### src/rtl/taskwait_multi_if.sv
// ---------------------------------------------------------------------------
// taskwait_multi_if
//   Stream bundle between accelerators and the taskwait tracker.
//   inStream  : two-beat messages from accelerators (header, then task ID).
//   outStream : one-beat wakeup messages (code in TDATA, target in TDEST).
//   Modports:
//     master : the accelerator side (drives inStream, consumes outStream).
//     slave  : the tracker side (consumes inStream, drives outStream).
// ---------------------------------------------------------------------------
interface taskwait_multi_if #(
    parameter int TID_W = 4
);
    logic [63:0]      inStream_TDATA;
    logic             inStream_TVALID;
    logic [TID_W-1:0] inStream_TID;
    logic             inStream_TREADY;

    logic [7:0]       outStream_TDATA;
    logic             outStream_TVALID;
    logic             outStream_TREADY;
    logic [TID_W-1:0] outStream_TDEST;

    modport master (
        output inStream_TDATA, inStream_TVALID, inStream_TID,
        input  inStream_TREADY,
        input  outStream_TDATA, outStream_TVALID, outStream_TDEST,
        output outStream_TREADY
    );

    modport slave (
        input  inStream_TDATA, inStream_TVALID, inStream_TID,
        output inStream_TREADY,
        output outStream_TDATA, outStream_TVALID, outStream_TDEST,
        input  outStream_TREADY
    );
endinterface

### src/rtl/taskwait_multi.sv
// ---------------------------------------------------------------------------
// taskwait_multi
//   Tracks outstanding child tasks per parent task ID. Accelerators send
//   two-beat messages: a header (components in [CMP_W-1:0], type in bit 32,
//   1 = taskwait request, 0 = child-finish) followed by the parent task ID.
//   A register table of TW_ENTRIES entries holds the running count for each
//   parent; when the count reaches zero the waiting accelerator is woken via
//   a WAKE_DEPTH-deep wakeup FIFO. Error wakeups: 8'h02 table full,
//   8'h03 duplicate waiter.
//
// Ports:
//   ap_clk, ap_rst : clock, synchronous active-high reset
//   s              : taskwait_multi_if.slave (inStream / outStream)
//   busy           : FSM not idle or wakeups pending
//   occupancy      : number of valid table entries
//
// Optional feature (macro TW_ERR_STATS_EN):
//   err_full_cnt, err_dup_cnt, drop_cnt : saturating 16-bit event counters.
// ---------------------------------------------------------------------------
module taskwait_multi #(
    parameter int MAX_ACCS   = 16,
    parameter int TW_ENTRIES = 16,
    parameter int CMP_W      = 32,
    parameter int WAKE_DEPTH = 4,
    localparam int TID_W     = ($clog2(MAX_ACCS) > 0) ? $clog2(MAX_ACCS) : 1,
    localparam int IDX_W     = $clog2(TW_ENTRIES),
    localparam int OCC_W     = IDX_W + 1
) (
    input  logic             ap_clk,
    input  logic             ap_rst,
    taskwait_multi_if.slave  s,
    output logic             busy,
    output logic [OCC_W-1:0] occupancy
`ifdef TW_ERR_STATS_EN
    ,
    output logic [15:0]      err_full_cnt,
    output logic [15:0]      err_dup_cnt,
    output logic [15:0]      drop_cnt
`endif
);

    localparam int         FP_W      = $clog2(WAKE_DEPTH);
    localparam logic [7:0] CODE_OK   = 8'h01;
    localparam logic [7:0] CODE_FULL = 8'h02;
    localparam logic [7:0] CODE_DUP  = 8'h03;

    typedef enum logic [1:0] {
        READ_HEADER,
        READ_TID,
        SCAN,
        UPDATE
    } state_e;

    state_e state_q, state_d;

    // Message being processed
    logic [CMP_W-1:0] comps_q;
    logic             type_q;
    logic [TID_W-1:0] src_q;
    logic [63:0]      msg_tid_q;

    // Scan bookkeeping
    logic [IDX_W-1:0] idx_q, hit_idx_q, free_idx_q;
    logic             hit_q, free_found_q;

    // Taskwait table
    logic [TW_ENTRIES-1:0] valid_q;
    logic [TW_ENTRIES-1:0] waiter_q;
    logic [TID_W-1:0]      acc_q     [TW_ENTRIES];
    logic [CMP_W-1:0]      cnt_q     [TW_ENTRIES];
    logic [63:0]           tbl_tid_q [TW_ENTRIES];
    logic [OCC_W-1:0]      occ_q;

    // Wakeup FIFO (extra pointer bit distinguishes full from empty)
    logic [FP_W:0]    wr_ptr_q, rd_ptr_q;
    logic [7:0]       fifo_code_q [WAKE_DEPTH];
    logic [TID_W-1:0] fifo_dest_q [WAKE_DEPTH];
    logic             fifo_empty, fifo_full, push, pop;

    // Update decision
    logic [CMP_W-1:0] base, res;
    logic             scan_match, beat;
    logic             want_push, upd_clear, upd_write, upd_drop, upd_fire;
    logic [7:0]       push_code;
    logic [TID_W-1:0] push_dest;
    logic [IDX_W-1:0] wr_idx;

    // Header bits outside components/type carry no meaning here.
    logic unused_hdr;
    assign unused_hdr = ^s.inStream_TDATA;

    assign s.inStream_TREADY = !ap_rst && (state_q == READ_HEADER || state_q == READ_TID);
    assign beat              = s.inStream_TVALID && s.inStream_TREADY;
    assign scan_match        = valid_q[idx_q] && (tbl_tid_q[idx_q] == msg_tid_q);

    assign fifo_empty = (wr_ptr_q == rd_ptr_q);
    assign fifo_full  = (wr_ptr_q[FP_W] != rd_ptr_q[FP_W]) &&
                        (wr_ptr_q[FP_W-1:0] == rd_ptr_q[FP_W-1:0]);

    assign s.outStream_TVALID = !fifo_empty;
    assign s.outStream_TDATA  = fifo_code_q[rd_ptr_q[FP_W-1:0]];
    assign s.outStream_TDEST  = fifo_dest_q[rd_ptr_q[FP_W-1:0]];
    assign pop                = s.outStream_TVALID && s.outStream_TREADY;

    assign busy      = (state_q != READ_HEADER) || !fifo_empty;
    assign occupancy = occ_q;

    // Update rules and next state.
    always_comb begin
        // NOTE: every signal gets a default first so no path leaves one
        // unassigned, which would otherwise infer a latch.
        state_d   = state_q;
        want_push = 1'b0;
        upd_clear = 1'b0;
        upd_write = 1'b0;
        upd_drop  = 1'b0;
        push_code = CODE_OK;
        push_dest = src_q;
        wr_idx    = hit_q ? hit_idx_q : free_idx_q;
        base      = hit_q ? cnt_q[hit_idx_q] : '0;
        res       = type_q ? (base - comps_q) : (base + CMP_W'(1));

        if (hit_q && type_q && waiter_q[hit_idx_q]) begin
            // A second waiter on the same parent: reject, keep the entry.
            want_push = 1'b1;
            push_code = CODE_DUP;
        end else if (res == '0) begin
            want_push = 1'b1;
            upd_clear = hit_q;
            // A finishing child wakes whoever registered the wait.
            if (!type_q) push_dest = acc_q[hit_idx_q];
        end else if (hit_q || free_found_q) begin
            upd_write = 1'b1;
        end else if (type_q) begin
            want_push = 1'b1;
            push_code = CODE_FULL;
        end else begin
            upd_drop = 1'b1;
        end

        // Full FIFO stalls UPDATE unless a pop frees the slot this cycle.
        upd_fire = (state_q == UPDATE) && (!want_push || !fifo_full || pop);
        push     = upd_fire && want_push;

        case (state_q)
            READ_HEADER: if (beat) state_d = READ_TID;
            READ_TID:    if (beat) state_d = SCAN;
            SCAN:        if (scan_match || idx_q == IDX_W'(TW_ENTRIES - 1)) state_d = UPDATE;
            UPDATE:      if (upd_fire) state_d = READ_HEADER;
            default:     state_d = READ_HEADER;
        endcase
    end

    // Control state, message capture, scan progress and table valid bits.
    always_ff @(posedge ap_clk) begin
        if (ap_rst) begin
            // NOTE: sequential state uses non-blocking assignments only, so
            // every register sees pre-edge values of the others.
            state_q      <= READ_HEADER;
            valid_q      <= '0;
            occ_q        <= '0;
            hit_q        <= 1'b0;
            free_found_q <= 1'b0;
            idx_q        <= '0;
        end else begin
            state_q <= state_d;
            case (state_q)
                READ_HEADER: begin
                    if (beat) begin
                        comps_q <= s.inStream_TDATA[CMP_W-1:0];
                        type_q  <= s.inStream_TDATA[32];
                        src_q   <= s.inStream_TID;
                    end
                end
                READ_TID: begin
                    if (beat) begin
                        msg_tid_q    <= s.inStream_TDATA;
                        idx_q        <= '0;
                        hit_q        <= 1'b0;
                        free_found_q <= 1'b0;
                    end
                end
                SCAN: begin
                    if (scan_match) begin
                        hit_q     <= 1'b1;
                        hit_idx_q <= idx_q;
                    end else begin
                        if (!valid_q[idx_q] && !free_found_q) begin
                            free_found_q <= 1'b1;
                            free_idx_q   <= idx_q;
                        end
                        idx_q <= idx_q + IDX_W'(1);
                    end
                end
                UPDATE: begin
                    if (upd_fire && upd_clear) begin
                        valid_q[wr_idx] <= 1'b0;
                        occ_q           <= occ_q - OCC_W'(1);
                    end else if (upd_fire && upd_write) begin
                        valid_q[wr_idx] <= 1'b1;
                        if (!hit_q) occ_q <= occ_q + OCC_W'(1);
                    end
                end
                default: ;
            endcase
        end
    end

    // Table payload.
    // NOTE: payload arrays carry no reset; valid_q alone decides whether an
    // entry's contents are ever looked at.
    always_ff @(posedge ap_clk) begin
        if (!ap_rst && upd_fire && upd_write) begin
            cnt_q[wr_idx]     <= res;
            tbl_tid_q[wr_idx] <= msg_tid_q;
            if (type_q) begin
                waiter_q[wr_idx] <= 1'b1;
                acc_q[wr_idx]    <= src_q;
            end else if (!hit_q) begin
                waiter_q[wr_idx] <= 1'b0;
            end
        end
    end

    // Wakeup FIFO pointers and storage.
    always_ff @(posedge ap_clk) begin
        if (ap_rst) begin
            wr_ptr_q <= '0;
            rd_ptr_q <= '0;
        end else begin
            if (push) wr_ptr_q <= wr_ptr_q + (FP_W+1)'(1);
            if (pop)  rd_ptr_q <= rd_ptr_q + (FP_W+1)'(1);
        end
    end

    always_ff @(posedge ap_clk) begin
        if (push) begin
            fifo_code_q[wr_ptr_q[FP_W-1:0]] <= push_code;
            fifo_dest_q[wr_ptr_q[FP_W-1:0]] <= push_dest;
        end
    end

`ifdef TW_ERR_STATS_EN
    logic [15:0] err_full_q, err_dup_q, drop_q;

    always_ff @(posedge ap_clk) begin
        if (ap_rst) begin
            err_full_q <= '0;
            err_dup_q  <= '0;
            drop_q     <= '0;
        end else begin
            if (push && push_code == CODE_FULL && err_full_q != 16'hFFFF) err_full_q <= err_full_q + 16'd1;
            if (push && push_code == CODE_DUP && err_dup_q != 16'hFFFF)   err_dup_q  <= err_dup_q + 16'd1;
            if (upd_fire && upd_drop && drop_q != 16'hFFFF)               drop_q     <= drop_q + 16'd1;
        end
    end

    assign err_full_cnt = err_full_q;
    assign err_dup_cnt  = err_dup_q;
    assign drop_cnt     = drop_q;
`endif

endmodule

### src/flat_wrapper.sv
// flat-port wrapper written by rule: the top's interface ports become plain ports
module taskwait_multi_flat 
#(
    parameter int MAX_ACCS   = 16,
    parameter int TW_ENTRIES = 16,
    parameter int CMP_W      = 32,
    parameter int WAKE_DEPTH = 4,
    localparam int TID_W     = ($clog2(MAX_ACCS) > 0) ? $clog2(MAX_ACCS) : 1,
    localparam int IDX_W     = $clog2(TW_ENTRIES),
    localparam int OCC_W     = IDX_W + 1
)
  (ap_clk, ap_rst, busy, occupancy, s_inStream_TDATA, s_inStream_TVALID, s_inStream_TID, s_inStream_TREADY, s_outStream_TDATA, s_outStream_TVALID, s_outStream_TDEST, s_outStream_TREADY);
  taskwait_multi_if #(.TID_W((4))) s_i ();
  input  logic ap_clk;
  input  logic ap_rst;
  output logic busy;
  output logic [OCC_W-1:0] occupancy;
  input wire logic [$bits(s_i.inStream_TDATA)-1:0] s_inStream_TDATA;
  input wire logic [$bits(s_i.inStream_TVALID)-1:0] s_inStream_TVALID;
  input wire logic [$bits(s_i.inStream_TID)-1:0] s_inStream_TID;
  output wire logic [$bits(s_i.inStream_TREADY)-1:0] s_inStream_TREADY;
  output wire logic [$bits(s_i.outStream_TDATA)-1:0] s_outStream_TDATA;
  output wire logic [$bits(s_i.outStream_TVALID)-1:0] s_outStream_TVALID;
  output wire logic [$bits(s_i.outStream_TDEST)-1:0] s_outStream_TDEST;
  input wire logic [$bits(s_i.outStream_TREADY)-1:0] s_outStream_TREADY;
  assign s_i.inStream_TDATA = s_inStream_TDATA;
  assign s_i.inStream_TVALID = s_inStream_TVALID;
  assign s_i.inStream_TID = s_inStream_TID;
  assign s_inStream_TREADY = s_i.inStream_TREADY;
  assign s_outStream_TDATA = s_i.outStream_TDATA;
  assign s_outStream_TVALID = s_i.outStream_TVALID;
  assign s_outStream_TDEST = s_i.outStream_TDEST;
  assign s_i.outStream_TREADY = s_outStream_TREADY;
  taskwait_multi #(.MAX_ACCS(MAX_ACCS), .TW_ENTRIES(TW_ENTRIES), .CMP_W(CMP_W), .WAKE_DEPTH(WAKE_DEPTH)) u_core (.ap_clk(ap_clk), .ap_rst(ap_rst), .s(s_i), .busy(busy), .occupancy(occupancy));
endmodule
### config.mk
export PLATFORM = sky130hd
export DESIGN_NAME = taskwait_multi_flat
export DESIGN_NICKNAME = d
export VERILOG_FILES = /design/src/rtl/taskwait_multi_if.sv /design/src/rtl/taskwait_multi.sv /design/src/flat_wrapper.sv
export SDC_FILE = /design/constraint.sdc
export NUM_CORES = 2
export LEC_CHECK = 0
export CAP_MARGIN = 20
export CORE_UTILIZATION = 56
export CTS_BUF_LIST = sky130_fd_sc_hd__clkbuf_8 sky130_fd_sc_hd__clkbuf_16
export DETAILED_ROUTE_END_ITERATION = 10
export PLACE_DENSITY = 0.81
export SYNTH_ARGS = -nofsm -noshare
export SYNTH_HDL_FRONTEND = slang
export SYNTH_SLANG_ARGS = --single-unit
export TNS_END_PERCENT = 5
### constraint.sdc
create_clock -name ap_clk -period 9.7 [get_ports ap_clk]
set_input_delay 1.455 -clock ap_clk [delete_from_list [all_inputs] [get_ports ap_clk]]
set_output_delay 1.455 -clock ap_clk [all_outputs]
set_load 0.01 [all_outputs]
==> impl_metrics.csv <==
group,metric,value,unit
detailed_routing,detail_route.vias_per_cell,6.767,
detailed_routing,detailroute.via_count,37460,
synth,yosys_register_bits,1794,
global_routing,initial_antenna_violation_count,3,
detailed_routing,postRouteAntennaNets,0,
finish,final-seq-area,53450,um2
finish,layout-drive-gt1-share,21.18,%
synth,synth_edf_count,1749,
cts,clock-root-buffer,"clkbuf_16",
detailed_routing,drc,0,
global_routing,grt_max_degree,97,
cts,post-cts-setup-buffers,0,
timing,clock_skew,0.07238,ns
critical_path,critical_path.max_stage_delay,0.79,ns
cts,cts_hold_buf,0,
synth,synth_largest_type_area_fraction,73.18,%
finish,n_antenna_cell,0,
synth,synth_area_leader_cell,"edfxtp_1",
timing,hold_violations,0,
critical_path,r2r.worst_path.cells,20,
global_routing,grt_pass1_vias,37880,
timing,final-setup-viol-count,0,
power_and_ir_drop,power_switching_share,21.53,%
power_and_ir_drop,logic_gate_share_of_total_power,3.9,%
power_and_ir_drop,power.internal,12.66,mW
cts,post_cts_resize_count,0,
synth,post_synth_num_cell_types,89,
floorplan,design.portCount,92,
cts,clockBufferDepth,3,
power_and_ir_drop,p_switching,3.475,mW
critical_path,crit_buf_inv,1,
critical_path,worst_setup_path_start_kind,"flip-flop",
synth,synthesis.area_per_instance,20.20,um2
finish,layout.cells.most_common,"edfxtp_1",
placed_design,io_buffers,85,
cts,cts_htree_levels,4,
power_and_ir_drop,power_density,199.6,nW/um2
floorplan,dieWidth,360,um
power_and_ir_drop,seq_power_share,54.2,%
cts,worst_setup_hold_path_clk_slew,0.06,ns
power_and_ir_drop,clockPowerShare,41.8,%
finish,final_core_utilization,63.99,%
finish,stdcell_count,5535,
detailed_routing,drt-initial-drc-count,4926,
critical_path,criticalPathCategory,"reg -> reg",
min_path,worst_hold_path.num_cells,2,
timing,timing_worst_slew_pin_value,1.128,ns
cts,clock_latency,0.82,ns
floorplan,design.core.area,126400,um2
global_routing,global_route_wire_length_before_repair,254700,um
global_routing,gr-usage-all-layers,27.36,%
placed_design,placed_cells_incl_taps,5210,
detailed_routing,detailroute.wirelength.met2,88100,um
finish,mostFrequentLayoutCells,"1749 x edfxtp_1, 426 x mux4_2, 175 x clkbuf_16, 137 x mux2i_1, 116 x nor2_1",
floorplan,floorplan.rows,130,
min_path,worstHoldPathType,"reg -> reg",
cts,cts_sinks,1794,
critical_path,cp_top_family,"simple AND/OR/NAND/NOR gates",
timing,relative_max_transition_margin,24.63,%
synth,synthesized_cell_area,71770,um2
critical_path,critical-path-top-cell-by-count,"or4_1",
synth,number_of_warnings_reported_in_the_yosys_synthesis_log,0,
timing,period_needed,7.988,ns
timing,post-route-period-util,82.35,%
finish,multiInputGateArea,17580,um2
flow_run,count_of_maximum_capacitance_violations,0,
detailed_routing,detailedRoute.firstPassIterationCount,8,
synth,netlist_instances,3553,
critical_path,crit_required,10.37,ns
timing,max_clock_freq,125.2,MHz
detailed_routing,met3_length,18350,um
power_and_ir_drop,leakagePower,25.46,nW
detailed_routing,detail_route.wl_per_cell,31.97,um
global_routing,grt_overflow,0,
placed_design,gp_congestion,0.9225,
power_and_ir_drop,irDropWorstVdd,0.0002184,V
floorplan,die_height,360,um
critical_path,crit_slowest_cell,"dfxtp_4",
detailed_routing,routed_wl,177000,um
critical_path,element_type_at_the_critical_path_end,"flip-flop",
critical_path,highest_fanout_seen_on_the_critical_path,54,
critical_path,cp.arrival,8.66,ns
synth,synth.yosys.seq_area_share,74.43,%
critical_path,regToRegSetupSlack,1.71,ns
synth,async_reset_ff_share,0,%
timing,drv_slew,0,
floorplan,floorplan.die_area,129600,um2
finish,finalNetCount,3861,
synth,synth_ff_type,"edfxtp_1",
synth,synth_area_leaders,"edfxtp_1 73%, mux4_2 13%, mux2i_1 1.9%",
placed_design,detailed_place_hpwl,92080,um
run_status,run_status,"finished clean",
timing,grt_setup_unrepaired,"no",
cts,cts_tree,"built",
finish,fillerInstances,7931,
detailed_routing,wl_met1,63460,um
detailed_routing,routed.top_layer,"met5",
critical_path,critical_path.reg2reg.endpoint,"u_core.occupancy[4]$_SDFFE_PP0P_",
critical_path,worstPathCellList,"buf_12 > mux4_2 > mux4_2 > and2_1 > ha_1 > and2_1 > a31oi_1 > o22ai_1 > or4_1 > and3_1 > or4_1 > nor3_1 > nand4b_1 > nor2_1 > ha_1 > nor2b_1 > o21ai_0 > nand2b_1 > and4bb_2 > or4_1",
floorplan,floorplan.initialDensity,56.79,%
finish,syn2layout_area_growth,12.68,%
cts,cts-buffers-inserted,173,
timing,hold-worst-slack,0.4922,ns
==> metrics by stage <==
stage / instance area (um2) / power (mW) / setup TNS, ns / setup slack [ns]
6_report: 80870 / 16.14 / 0 / 1.712
5_1_grt: 80870 / 16.52 / 0 / 1.399
4_1_cts: 80810 / 16.18 / 0 / 1.785
3_5_place_dp: 75070 / 9.524 / 0 / 1.875
3_3_place_gp: 75070 / 9.504 / 0 / 1.912
2_1_floorplan: 71790 / 9.253 / -1111.33 / -0.8048
==> kinds of logic after synthesis <==
logic type | count (synthesis) | share of synthesized area, %
flops | 1794 | 74.43
mux | 571 | 15.42
simple gates | 522 | 3.799
compound gates | 321 | 3.086
buf+inv | 204 | 1.290
xor+xnor | 94 | 1.147
fa+ha+maj | 46 | 0.8228
other cells | 1 | 0.005225
==> synthesized netlist by cell type, drive strengths merged, types with 11 or more instances <==
cell type,number
mux2i,138
and2,55
xnor2,59
nor3,37
a21oi,71
o21ai,55
a31oi,16
a21o,32
and3,13
nor2,133
nand3,29
clkbuf,77
xor2,35
a22oi,39
dfxtp,45
nand2,98
or4,11
buf,98
a211oi,11
mux4,426
nor2b,15
ha,44
nand2b,29
or3,14
edfxtp,1749
inv,28
nand4,17
nor4,25
==> registers in the layout, summed over array words and instances, names as in the netlist, 2 cells and up, named ones only <==
signal / flops
u_core.fifo_dest_q: 16
u_core.free_idx_q: 4
u_core.occupancy: 5
u_core.wr_ptr_q: 3
u_core.rd_ptr_q: 3
u_core.msg_tid_q: 64
u_core.idx_q: 4
u_core.fifo_code_q: 8
u_core.acc_q: 64
u_core.src_q: 4
u_core.state_q: 2
u_core.cnt_q: 512
u_core.tbl_tid_q: 1024
u_core.comps_q: 32
u_core.hit_idx_q: 4
==> routing by layer <==
metal	GRT usage, %	vias up
met5	0	-
met4	11.22	2
met3	6.330	427
met2	44.86	2483
met1	35.53	19460
li1	-	15080
==> power by group through the flow <==
stage / registers [mW] / logic, mW / clock network (mW)
2_1_floorplan: 8.86 / 0.394 / 0
3_3_place_gp: 8.90 / 0.600 / 0
3_5_place_dp: 8.91 / 0.612 / 0
4_1_cts: 8.75 / 0.621 / 6.81
5_1_grt: 8.76 / 0.671 / 7.09
6_report: 8.75 / 0.633 / 6.75
==> worst max-delay path by stage <==
stage | end | from | slack, ns | depth (start not counted)
finish | u_core.occupancy[4]$_SDFFE_PP0P_ | flip-flop | 1.71 | 20
global route | u_core.occupancy[4]$_SDFFE_PP0P_ | flip-flop | 1.40 | 20
CTS | u_core.occupancy[4]$_SDFFE_PP0P_ | flip-flop | 1.78 | 20
detailed placement | u_core.occupancy[4]$_SDFFE_PP0P_ | flip-flop | 1.88 | 20
global placement | u_core.occupancy[4]$_SDFFE_PP0P_ | flip-flop | 1.91 | 20
floorplan | u_core.cnt_q[10][0]$_DFFE_PP_ | flip-flop | -0.80 | 20
==> worst min-delay path: cells and delay by family (launching register included) <==
family          cells  cell delay, ns
compound gates      1            0.06
flops               1            0.31
simple gates        1            0.08
==> cell type report <==
class / instances / area share (%)
Clock buffer: 175 / 5.415
Multi-Input combinational cell: 1560 / 21.73
Sequential cell: 1794 / 66.09
Clock inverter: 142 / 1.689
Tap cell: 1650 / 2.553
Inverter: 29 / 0.1361
Timing Repair Buffer: 185 / 2.383
(Power assumes the default switching activity.)
